**config.mk**
```make
export PLATFORM = sky130hd
export DESIGN_NAME = spi_cmd_decoder
export DESIGN_NICKNAME = d
export VERILOG_FILES = /design/src/rtl/spi_cmd_decoder.sv
export SDC_FILE = /design/constraint.sdc
export NUM_CORES = 1
export LEC_CHECK = 0
export BUFFER_PORTS_ARGS = -buffer_cell sky130_fd_sc_hd__buf_2
export CORE_UTILIZATION = 33
export DETAILED_ROUTE_END_ITERATION = 16
export PLACE_DENSITY = 0.53
export SETUP_SLACK_MARGIN = 0.05
export SLEW_MARGIN = 20
export SYNTH_ARGS = -nofsm -noshare
export SYNTH_HDL_FRONTEND = slang
export SYNTH_SLANG_ARGS = --single-unit
```
**constraint.sdc**
```tcl
create_clock -name CLK -period 2 [get_ports CLK]
set_input_delay 0.1 -clock CLK [delete_from_list [all_inputs] [get_ports CLK]]
set_output_delay 0.1 -clock CLK [all_outputs]
set_load 0.05 [all_outputs]
```
**src/rtl/spi_cmd_decoder.sv**
```systemverilog
// spi_cmd_decoder: turns the byte stream of each SPI chip-select frame into
// register-file write strobes and read requests. The first byte of a frame is
// a command (bit 7 = write, low bits = start address); every later byte is one
// data slot with the address auto-incrementing. SPI-domain flags are
// synchronised into CLK.
//
// Optional build macro: SPI_DEC_ERR_EN adds an ERR pulse output for frames
// closed without data slots and for address wrap inside a frame.
//
// state | meaning
// ------+-----------------------------------------------------------
// IDLE  | chip select high, no frame in progress
// CMD   | frame open, waiting for the command byte
// WRITE | each received byte becomes a write at the running address
// READ  | each received byte is a dummy; request next read address

module spi_cmd_decoder #(
    parameter int ADDR_W      = 7,
    parameter int SYNC_STAGES = 2
) (
    input  logic              CLK,
    input  logic              RST_N,
    input  logic              SPI_CS,
    input  logic              SPI_CHANGED,
    input  logic [7:0]        SPI_BYTE,
    output logic              WR_EN,
    output logic [ADDR_W-1:0] WR_ADDR,
    output logic [7:0]        WR_DATA,
    output logic              RD_EN,
    output logic [ADDR_W-1:0] RD_ADDR,
`ifdef SPI_DEC_ERR_EN
    output logic              ERR,
`endif
    output logic              BUSY
);

    typedef enum logic [1:0] {
        IDLE  = 2'd0,
        CMD   = 2'd1,
        WRITE = 2'd2,
        READ  = 2'd3
    } state_t;

    state_t state, state_nxt;

    logic [SYNC_STAGES-1:0] cs_sync;
    logic [SYNC_STAGES-1:0] chg_sync;
    logic                   chg_prev;
    logic                   cs_s;
    logic                   strobe;

    logic [ADDR_W-1:0] addr, addr_nxt;
    logic [ADDR_W-1:0] addr_inc;
    logic              addr_at_max;

    logic              wr_en_nxt;
    logic [ADDR_W-1:0] wr_addr_nxt;
    logic [7:0]        wr_data_nxt;
    logic              rd_en_nxt;
    logic [ADDR_W-1:0] rd_addr_nxt;

`ifdef SPI_DEC_ERR_EN
    logic got_slot, got_slot_nxt;
    logic err_nxt;
`endif

    assign cs_s        = cs_sync[SYNC_STAGES-1];
    assign strobe      = chg_sync[SYNC_STAGES-1] & ~chg_prev;
    assign addr_inc    = addr + 1'b1;
    assign addr_at_max = &addr;

    // Synchronise chip select and byte flag; keep previous flag for edge detect.
    always_ff @(posedge CLK or negedge RST_N) begin
        if (!RST_N) begin
            cs_sync  <= '0;
            chg_sync <= '0;
            chg_prev <= 1'b0;
        end else begin
            cs_sync  <= {cs_sync[SYNC_STAGES-2:0], SPI_CS};
            chg_sync <= {chg_sync[SYNC_STAGES-2:0], SPI_CHANGED};
            chg_prev <= chg_sync[SYNC_STAGES-1];
        end
    end

    // State, address counter and registered outputs.
    always_ff @(posedge CLK or negedge RST_N) begin
        if (!RST_N) begin
            state   <= IDLE;
            addr    <= '0;
            WR_EN   <= 1'b0;
            WR_ADDR <= '0;
            WR_DATA <= '0;
            RD_EN   <= 1'b0;
            RD_ADDR <= '0;
            BUSY    <= 1'b0;
        end else begin
            state   <= state_nxt;
            addr    <= addr_nxt;
            WR_EN   <= wr_en_nxt;
            WR_ADDR <= wr_addr_nxt;
            WR_DATA <= wr_data_nxt;
            RD_EN   <= rd_en_nxt;
            RD_ADDR <= rd_addr_nxt;
            BUSY    <= (state_nxt != IDLE);
        end
    end

`ifdef SPI_DEC_ERR_EN
    // Error pulse register and "frame has seen a data slot" flag.
    always_ff @(posedge CLK or negedge RST_N) begin
        if (!RST_N) begin
            ERR      <= 1'b0;
            got_slot <= 1'b0;
        end else begin
            ERR      <= err_nxt;
            got_slot <= got_slot_nxt;
        end
    end
`endif

    // Next-state and next-output decode; CS high overrides any strobe.
    always_comb begin
        state_nxt   = state;
        addr_nxt    = addr;
        wr_en_nxt   = 1'b0;
        wr_addr_nxt = WR_ADDR;
        wr_data_nxt = WR_DATA;
        rd_en_nxt   = 1'b0;
        rd_addr_nxt = RD_ADDR;
`ifdef SPI_DEC_ERR_EN
        err_nxt      = 1'b0;
        got_slot_nxt = got_slot;
`endif
        if (cs_s) begin
            state_nxt = IDLE;
`ifdef SPI_DEC_ERR_EN
            if (state == CMD)
                err_nxt = 1'b1;
            else if ((state == WRITE || state == READ) && !got_slot)
                err_nxt = 1'b1;
`endif
        end else begin
            case (state)
                IDLE: begin
                    state_nxt = CMD;
                end
                CMD: begin
                    if (strobe) begin
                        addr_nxt = SPI_BYTE[ADDR_W-1:0];
`ifdef SPI_DEC_ERR_EN
                        got_slot_nxt = 1'b0;
`endif
                        if (SPI_BYTE[7]) begin
                            state_nxt = WRITE;
                        end else begin
                            // Prefetch the first read slot straight away.
                            state_nxt   = READ;
                            rd_en_nxt   = 1'b1;
                            rd_addr_nxt = SPI_BYTE[ADDR_W-1:0];
                        end
                    end
                end
                WRITE: begin
                    if (strobe) begin
                        wr_en_nxt   = 1'b1;
                        wr_addr_nxt = addr;
                        wr_data_nxt = SPI_BYTE;
                        addr_nxt    = addr_inc;
`ifdef SPI_DEC_ERR_EN
                        got_slot_nxt = 1'b1;
                        err_nxt      = addr_at_max;
`endif
                    end
                end
                READ: begin
                    if (strobe) begin
                        addr_nxt    = addr_inc;
                        rd_en_nxt   = 1'b1;
                        rd_addr_nxt = addr_inc;
`ifdef SPI_DEC_ERR_EN
                        got_slot_nxt = 1'b1;
                        err_nxt      = addr_at_max;
`endif
                    end
                end
                default: begin
                    state_nxt = IDLE;
                end
            endcase
        end
    end

    // Keeps the wrap detector referenced in builds without the error output.
`ifndef SPI_DEC_ERR_EN
    logic unused_ok;
    assign unused_ok = addr_at_max;
`endif

endmodule

```
# Word-level counts from Yosys, hierarchy flattened
# Index checks and enable logic that the tools add are counted.
[totals]
memories = 0
out_inout_bits = 25
input_bits = 12
rom_bits = 0
ram_bits = 0
reg_bits = 39
latchBits = 0
word_cells = 47
[classes]
shifts = 0
n_lt_le_gt_ge = 0
reduce_logical = 8
muxes = 17
div = 0
mul = 0
bitwise = 3
addsub = 1
n_eq_ne = 7
[ops]
columns = ["op", "count"]
rows = [
  ["2-to-1 mux 7 bit", 4],
  ["one-hot mux 7 bit (2 select lines)", 2],
  ["adder 7 x 1 -> 7 bit, second input constant", 1],
  ["2-to-1 mux 1 bit", 7],
  ["inequality test 2 bit, second input constant", 3],
  ["nonzero test 2 bit", 3],
  ["AND reduction 5 bit", 1],
  ["equality test 2 bit, second input constant", 2],
  ["2-to-1 mux 2 bit", 2],
  ["one-hot mux 2 bit (2 select lines)", 1],
  ["AND reduction 4 bit", 1],
  ["AND reduction 3 bit", 1],
  ["equality test 2 x 1 -> 1 bit, second input constant", 1],
  ["zero test 2 bit", 1],
  ["inequality test 2 x 1 -> 1 bit, second input constant", 1],
  ["NOT 1 bit", 2],
  ["one-hot mux 1 bit (2 select lines)", 1],
  ["OR reduction 2 bit", 1],
  ["bitwise AND 1 bit", 1],
]

# Depth between registers and ports, before layout
# Gate-level depths: netlist of run 1.
[depth]
ltp_word = 6
ltp_mapped = 5
mapped_depth_nobuf = 5

# Worst setup path after synthesis of run 1
# No wires, ideal clock.
[synth_timing]
path_type = "reg2reg"
from = "register state[0]"
to = "register RD_ADDR[3]"
arrival_time_ns = 1.439
slack_ns = 0.434
setup_ns = 0.127
stages_incl_launch_ff = 6
cell_sequence = "dfrtp_1 > and3b_1 > or3b_1 > buf_6 > inv_6 > mux2_1"
[synth_between]
elab_chain_cells = 3
elab_cells_between_ends = 8
cone_classes = "5 x eq/ne; 1 x mux; 2 x reduce/logical"
[synth_rtl]
columns = ["item", "line", "text"]
rows = [
  ["start: declaration", "44", "state_t state, state_nxt;"],
  ["start signal: assignment", "97", "state <= state_nxt;"],
  ["equality test 2 bit or equality test 2 x 1 -> 1 bit (tied branches)", "143", "case (state)"],
  ["inequality test 2 bit (no source line) or nonzero test 2 bit (tied branches)", "--", ""],
  ["AND reduction 5 bit (no source line)", "--", ""],
  ["end signal: assignment", "103", "RD_ADDR <= rd_addr_nxt;"],
  ["end: declaration", "30", "output logic [ADDR_W-1:0] RD_ADDR,"],
]
# Several ways; a longest one is shown, not always the timed one.
# A chain may end at the register's enable or synchronous reset.

# Final worst setup path of run 1
[layout_timing]
from = "register state[0]"
to = "register RD_ADDR[0]"
# Same word-level chain as after synthesis.

==> impl_metrics.ini, run 1 <==
[status]
status = completed

[clocking]
cts-root-buf = clkbuf_8
clk_path_buf_depth = 2
cts_buffers = 5
clkTransAtPathRegs_ns = 0.08
cts_sinks = 39
clk_latency_ns = 0.29
htreeDepth = 2
cts_tree = built
cts_setup_buffers = 0

[grt]
grt_max_degree = 40
grt_pass1_wl_um = 5440
first_global_vias = 1147
gr-total-overflow = 0
antenna_found_initial = 0
track_usage_pct = 14.1

[critical_path]
timing.critical_path.buf_inv = 1
start_kind = register
cpMaxStageDelayCell = or3b_1
critPathMaxStageDelay_ns = 0.54
arrival_ns = 1.95
worst-r2r-cell-count = 4
worstPathRequired_ns = 2.17
worstSetupPathType = register to register
cp_max_fo = 9
end_kind = register
critPathTopFamily = simple AND/OR/NAND/NOR gates
crit_cells = 4
path_cells = and3b_1 -> or3b_1 -> inv_6 -> mux2_1

[routing]
ant_nets = 0
wl_per_cell_um = 13.0
vias = 1168
drt_pass1_iterations = 4
drc = 0
drt-total-wl_um = 3220
via_per_inst = 4.71
drt-initial-drc-count = 43

[logic_synthesis]
synthMuxAreaShare_pct = 13.6
yosys.area.top_type = dfrtp_1
synth_area_per_cell_um2 = 12.0
synth.top_cells.by_count = 39 x dfrtp_1, 15 x mux2_2, 13 x nand2_1
netlist_instances = 137
yosysWarnings = 0
post_synth_xor_area_fraction_pct = 1.60
synth_top_family_by_area = multiplexers
async_flop_share_pct = 100
synth_ff_type = dfrtp_1
syn_nets = 150
synth_fa_ha_area_share_pct = 0.762
synth_compound_area_share_pct = 10.7
synth-seq-area-share_pct = 59.5
synthMostInstantiatedCell = dfrtp_1
synth-simple-area-share_pct = 10.7
synthTopCellsByArea = dfrtp_1 59%, mux2_2 10%, o21ai_0 3.0%, nand2_1 3.0%, nor2_1 2.3%
yosys_register_bits = 39
synth_top_area_share_pct = 59.5
synth-edff-count = 0
synth_cell_type_count = 35
syn_area_mm2 = 0.00164

[hold_path]
whs_path_depth = 2
hp-class = input port to register

[sta]
max_freq_ghz = 0.561
finClkSkew_ns = 0.00929
final.setup.tns_ns = 0
max-slew-margin-rel_pct = 42.8
period_needed_ns = 1.78
hold_viol_final = 0
post-route-period-util_pct = 89.1
slew_viol_final = 0
finalSetupViolCount = 0
worst_slew_pin_slew_ns = 0.858
rsz0062_at_grt = no

[cells_and_area]
layout-drive-gt1-share_pct = 35.9
design_area_mm2 = 0.00203
antennaDiodeCount = 0
nNetsFinal = 193
area_growth_pct = 23.6

[floorplanning]
pin_count = 37
dieArea_mm2 = 0.00526
die_x_um = 72.5
die_h_um = 72.5
start_util_pct = 34.5
core-area_mm2 = 0.00475
placementRows = 25

[power]
p_per_area_mw_per_mm2 = 1160
ir_drop_mv = 0.387
p_leak_nw = 0.989

[placement]
dp_hpwl_um = 2280
place_congestion = 0.733
placed_area_mm2 = 0.00189
portBuffers = 36

[run]
cap_violations = 0
-- state kept, by name, indices dropped and copies added (netlist names) --
signal and flops:
BUSY 1, RD_ADDR 7, RD_EN 1, WR_ADDR 7, WR_DATA 8, WR_EN 1
addr 7, chg_prev 1, chg_sync 2, cs_sync 2, state 2
-- logic make-up (layout without fill, tap and decap cells) --
logic type	Yosys count	count (layout)
fa+ha+maj	1	1
flops	39	39
simple gates	37	37
mux	20	20
buf+inv	10	54
xor+xnor	3	3
compound gates	27	27
-- stage by stage --
stage,power (mW),utilization [%],instances,setup WS (ns),hold slack (ns)
4_1_cts,2.39,42.7,248,0.219,0.0574
3_3_place_gp,1.78,39.8,237,0.300,0.208
2_1_floorplan,1.60,-,137,0.434,-0.196
6_report,2.35,42.7,248,0.218,0.0647
5_1_grt,2.48,42.7,248,0.125,0.0579
3_5_place_dp,1.79,39.8,237,0.234,0.210
-- per-layer routing --
layer	part of all wire [%]	global-route usage, %	up-vias	routed length, um
met5	0	0	-	0
met4	2.0	7.19	0	65
met3	4.8	4.58	5	156
met2	47	21.1	34	1520
met1	46	18.2	564	1480
li1	-	-	565	-
-- path summary, 6_finish.rpt --
| check | start | end | slack, ns |
|---|---|---|---|
| setup reg to reg | state[0] | RD_ADDR[0] | 0.22 |
| max in group asynchronous | RST_N | WR_DATA[1] | 0.99 |
| hold reg to reg | chg_sync[0] | chg_sync[1] | 0.36 |
| hold / removal | SPI_BYTE[7] | WR_DATA[7] | 0.06 |
| min in group asynchronous | RST_N | WR_EN | 0.46 |
| setup / recovery | state[0] | RD_ADDR[0] | 0.22 |
-- cell usage in the layout, fill, tap and decap left out, types with 4 or more instances in the layout --
master    synthesis  final
clkbuf_8          0      7
buf_2             2     36
o21ai_0          10     10
nor2_1           10     10
a21oi_1           4      4
mux2_2           15     15
dfrtp_1          39     39
nand2_1          13     13
-- power by group --
group          total [mW]  internal (mW)  switching (mW)
registers            1.04          0.932           0.110
logic               0.732          0.209           0.522
clock network       0.581          0.313           0.268
total                2.35           1.45           0.900
-- layout make-up --
class                           count  area [um^2]
Clock buffer                        7         96.3
Clock inverter                      1         7.51
Fill cell                         477         2730
Inverter                            4         20.0
Multi-Input combinational cell     88          612
Sequential cell                    39          976
Tap cell                           67         83.8
Timing Repair Buffer               42          233
-- what timing repair did --
| item | in CTS | in global routing |
|---|---|---|
| gates resized for setup | 0 | 0 |
| hold endpoints to repair | 41 | 0 |
| hold buffers | 3 | 0 |
Power figures use the tool's default switching activity.
==> inputs of run 2 (changes only) <==
- CORE_UTILIZATION: 33 -> 50
- PLACE_DENSITY: 0.53 -> 0.75
- SETUP_SLACK_MARGIN: 0.05 -> 0.3
==> run 2 against run 1 <==
Critical path depth is the same; cell count fell by 7.7%; clock skew increased by 0.0032 ns.
==> impl_metrics.ini, run 2 (same netlist as run 1, synthesis figures left out) <==
[sta]
rsz0062_at_grt = yes
max_freq_ghz = 0.617
max-slew-margin-rel_pct = 44.0
post-route-period-util_pct = 81.1
worst_slew_pin_slew_ns = 0.840
period_needed_ns = 1.62
finClkSkew_ns = 0.0125
setup_ws_ns = 0.378
finalSetupViolCount = 0
final.setup.tns_ns = 0
slew_viol_final = 0
hold_viol_final = 0

[routing]
drt-total-wl_um = 3040
drt-initial-drc-count = 50
wl_per_cell_um = 13.3
ant_nets = 0
via_per_inst = 5.06
drc = 0
drt_pass1_iterations = 4
vias = 1159

[floorplanning]
placementRows = 20
core-area_mm2 = 0.00308
die_h_um = 59.3
pin_count = 37
dieArea_mm2 = 0.00352
start_util_pct = 53.3
die_x_um = 59.3

[grt]
grt_pass1_wl_um = 5020
first_global_vias = 1141
grt_use_met3_pct = 6.77
grtUsageMet2_pct = 32.6
use_met1_pct = 24.7
track_usage_pct = 20.0
busiest_layer = met2
antenna_found_initial = 0
grt_max_degree = 40
gr-total-overflow = 0

[critical_path]
arrival_ns = 1.86
reg2reg_slack_ns = 0.38
worst-r2r-cell-count = 4
worstPathRequired_ns = 2.24
end_kind = register
worstSetupPathType = register to register
r2r_start = state[0]
worst_r2r_endpoint = RD_ADDR[4]
start_kind = register
cp_max_fo = 9

[clocking]
cts_tree = built
cts_buffers = 5
clkTransAtPathRegs_ns = 0.12
htreeDepth = 2
cts-root-buf = clkbuf_4
clk_latency_ns = 0.35
cts_setup_buffers = 0
cts_sinks = 39
clk_path_buf_depth = 2

[placement]
placed_area_mm2 = 0.00187
portBuffers = 36
dp_hpwl_um = 2200
pre_cts_ws_ns = 0.258
place_congestion = 0.889

[power]
p_leak_nw = 0.997
p_per_area_mw_per_mm2 = 1140
p_total_mw = 2.31
ir_drop_mv = 0.552

[hold_path]
whs_path_depth = 2
hp-class = input port to register
min_to = WR_DATA[4]
hold_start = SPI_BYTE[4]

[cells_and_area]
final_util_pct = 65.7
final_cell_mix = 36 x dfrtp_1, 36 x buf_2, 15 x mux2_2
area_growth_pct = 23.2
antennaDiodeCount = 0
design_area_mm2 = 0.00202
layout-drive-gt1-share_pct = 38.4
nNetsFinal = 197
largest_reg_flops = 8
largest-register = WR_DATA

[status]
status = completed

[run]
cap_violations = 0
run 2: cell count changes in the layout (fill, tap and decap cells not counted), sizes merged:
cell and delta:
dlygate4sd3 +3, buf +1, clkbuf -2, clkinvlp -1, clkinv +2, bufinv +1
run 2: timing repair:
action                     4_1_cts  5_1_grt
hold endpoints to repair        43        1
hold buffers                     5        1
resized for setup                2        3
setup endpoints to repair        4        4
run 2: worst max-delay path by stage:
stage,startpoint,cells past startpoint,end
after detailed placement,state[0],4,RD_ADDR[4]
after floorplan,state[0],5,RD_ADDR[3]
after CTS,state[0],4,RD_ADDR[4]
after global routing,addr[2],4,addr[6]
final,state[0],4,RD_ADDR[4]
after global placement,state[0],4,RD_ADDR[3]
run 2: stage by stage:
step	hold WS [ns]	std cells
2_1_floorplan	-0.196	137
3_3_place_gp	0.208	215
3_5_place_dp	0.210	215
4_1_cts	0.00133	228
5_1_grt	0.00770	229
6_report	0.0224	229
run 2: area by class of cell:
class,instances,area [um^2]
Clock buffer,5,37.5
Inverter,4,20.0
Clock inverter,3,43.8
Fill cell,245,1050
Sequential cell,39,980
Timing Repair Buffer,46,270
Multi-Input combinational cell,88,617
Tap cell,44,55.1
run 2: worst max-delay path, stage by stage, from the launching register on:
cell	delay, ns
dfrtp_2	0.43
and3b_1	0.21
or3b_4	0.46
inv_6	0.09
mux2_1	0.32
run 2: metal layers:
metal / wire length, um / part of all wire (%)
met1: 1360 / 45
met3: 151 / 5.0
met5: 0 / 0
met2: 1490 / 49
met4: 36 / 1.2
run 2: power breakdown:
part / internal [mW] / switching, mW / total [mW]
Sequential: 0.934 / 0.113 / 1.05
Clock: 0.263 / 0.256 / 0.519
Combinational: 0.217 / 0.524 / 0.741
Total: 1.41 / 0.893 / 2.31
==> inputs of run 3 (changes only) <==
- ABC_AREA: default -> 1
- PLACE_DENSITY: 0.75 -> 0.74
- clock period: 2 -> 1.5 ns (I/O delays scaled with it)
==> run 3 against run 2 <==
Register-to-register slack worse by 0.12 ns; sequential power is 33% higher; largest power group unchanged; largest cell class unchanged; routed wire length is 42% higher; setup slack worse by 0.12 ns; first-iteration DRC count stayed put; flip-flop and latch count stayed put.
==> impl_metrics.ini, run 3 <==
[clocking]
cts_tree = built
cts-root-buf = clkbuf_4
cts_sinks = 39
htreeDepth = 2
clkTransAtPathRegs_ns = 0.11
cts_buffers = 5
clk_path_buf_depth = 2
clk_latency_ns = 0.35

[logic_synthesis]
synth-edff-count = 0
yosysWarnings = 0
yosys_register_bits = 39
syn_area_mm2 = 0.00175
synth.top_cells.by_count = 78 x nand2_1, 39 x dfrtp_1, 16 x inv_1, 16 x nand3_1, 12 x nor2_1
synth_top_area_share_pct = 55.7
synth_area_per_cell_um2 = 8.72
netlist_instances = 201
async_flop_share_pct = 100
synth-seq-area-share_pct = 55.7
syn_nets = 214
synthMostInstantiatedCell = nand2_1
synthTopCellsByArea = dfrtp_1 56%, nand2_1 17%, o21ai_2 5.0%, nand3_1 4.6%, inv_1 3.4%
synth_cell_type_count = 20
yosys.area.top_type = dfrtp_1
synth_ff_type = dfrtp_1

[floorplanning]
core-area_mm2 = 0.00334
placementRows = 21
die_h_um = 61.2
pin_count = 37
dieArea_mm2 = 0.00375
start_util_pct = 52.5
die_x_um = 61.2

[cells_and_area]
final_common_cell = nand2_1
nNetsFinal = 279
largest-register = WR_DATA
final_cell_mix = 62 x nand2_1, 38 x dfrtp_1, 36 x buf_2
layout-drive-gt1-share_pct = 41.9
largest_reg_flops = 8
antennaDiodeCount = 0
instances_no_fill = 313
area_growth_pct = 39.8

[grt]
antenna_found_initial = 0
grt_max_degree = 40
grt_pass1_wl_um = 6200
gr-total-overflow = 0
first_global_vias = 1372
track_usage_pct = 23.7

[sta]
worst_slew_pin_slew_ns = 0.483
hold_viol_final = 0
finClkSkew_ns = 0.00492
max-slew-margin-rel_pct = 67.8
post-route-period-util_pct = 82.8
final.setup.tns_ns = 0
period_needed_ns = 1.24
slew_viol_final = 0
max_freq_ghz = 0.806
finalSetupViolCount = 0
rsz0062_at_grt = yes
hold_slack_ns = 0.0202

[routing]
drt-initial-drc-count = 50
drt_pass1_iterations = 4
drt-total-wl_um = 4320
ant_nets = 0
wl_per_cell_um = 13.8
vias = 1595
via_per_inst = 5.10
drc = 0

[power]
power_frac_seq_pct = 43.5
p_per_area_mw_per_mm2 = 1320
power_switching_mw = 1.36
ir_drop_mv = 0.816
pwr-share-clk_pct = 18.9
p_int_mw = 1.86
pwr-share-comb_pct = 37.7
p_leak_nw = 1.24
power_switching_share_pct = 42.3

[placement]
dp.cells = 282
dp_hpwl_um = 2560
place_congestion = 0.863
portBuffers = 36

[critical_path]
start_kind = register
worstPathRequired_ns = 1.79
worstSetupPathType = register to register
critPathTopFamily = simple AND/OR/NAND/NOR gates
cpMaxStageDelayCell = dfrtp_1
cp_common_cell = nand2_1
arrival_ns = 1.53
critPathMaxStageDelay_ns = 0.39
timing.critical_path.buf_inv = 3
end_kind = register
reg2reg_slack_ns = 0.26
path_cells = inv_1 -> nand2_2 -> nor2_4 -> buf_6 -> nand2_8 -> inv_8 -> nand2_1 -> nand2_1
cp_max_fo = 7

[status]
status = completed

[run]
cap_violations = 0

[hold_path]
hp-class = input port to register
==> run 3: worst paths after layout <==
path / from / to / cells past startpoint
setup / recovery: chg_prev / WR_DATA[6] / 8
hold / removal: SPI_BYTE[3] / WR_DATA[3] / 3
setup reg to reg: chg_prev / WR_DATA[6] / 8
hold reg to reg: chg_sync[0] / chg_sync[1] / 0
max in group asynchronous: RST_N / state[0] / 3
min in group asynchronous: RST_N / addr[5] / 3
==> run 3: logic make-up after synthesis <==
family,Yosys count,synth area share (%)
adders and majority gates,1,0.714
DFF,39,55.7
and+or+nand+nor,115,28.1
buffers and inverters,23,5.92
AOI/OAI and AO/OA,23,9.56
==> run 3: tightest hold or removal path, cell delays in order <==
cell     delay, ns
buf_2         0.08
inv_1         0.07
o21ai_2       0.12
==> run 3: timing repair <==
item / CTS / global route
setup buffers: 5 / 7
cloned: 1 / 2
hold endpoints to repair: 46 / 0
setup endpoints to repair: 24 / 28
pin swaps: 3 / 12
hold buffers: 8 / 0
gates resized for setup: 15 / 36
==> run 3: area by class of cell <==
class / count / area, um^2
flip-flops and latches: 39 / 977
fillers: 256 / 886
multi-input cells: 142 / 867
repair buffers: 59 / 397
inverters: 19 / 83.8
clock buffers: 8 / 68.8
well taps: 46 / 57.6
==> run 3: through the flow <==
stage	power [mW]	worst slack (ns)	cell area, um^2	utilization [%]
global placement	2.46	0.283	1980	59.4
global route	3.40	0.181	2450	73.5
detailed placement	2.48	0.240	1980	59.4
floorplan	2.20	0.393	1750	-
CTS	3.14	0.295	2240	67.2
finish	3.23	0.259	2450	73.5
==> run 3: metal layers <==
metal | part of all wire (%) | vias up | track usage, %
met4 | 2.2 | 0 | 8.44
met3 | 7.9 | 12 | 7.77
met2 | 50 | 64 | 38.8
met5 | 0 | - | 0
li1 | - | 770 | -
met1 | 40 | 749 | 29.4
==> run 3: power groups by stage <==
stage / combinational (mW) / sequential, mW / clock, mW
4_1_cts: 1.14 / 1.38 / 0.620
6_report: 1.22 / 1.40 / 0.608
3_3_place_gp: 1.06 / 1.40 / 0
3_5_place_dp: 1.08 / 1.40 / 0
2_1_floorplan: 0.334 / 1.87 / 0
5_1_grt: 1.31 / 1.43 / 0.661
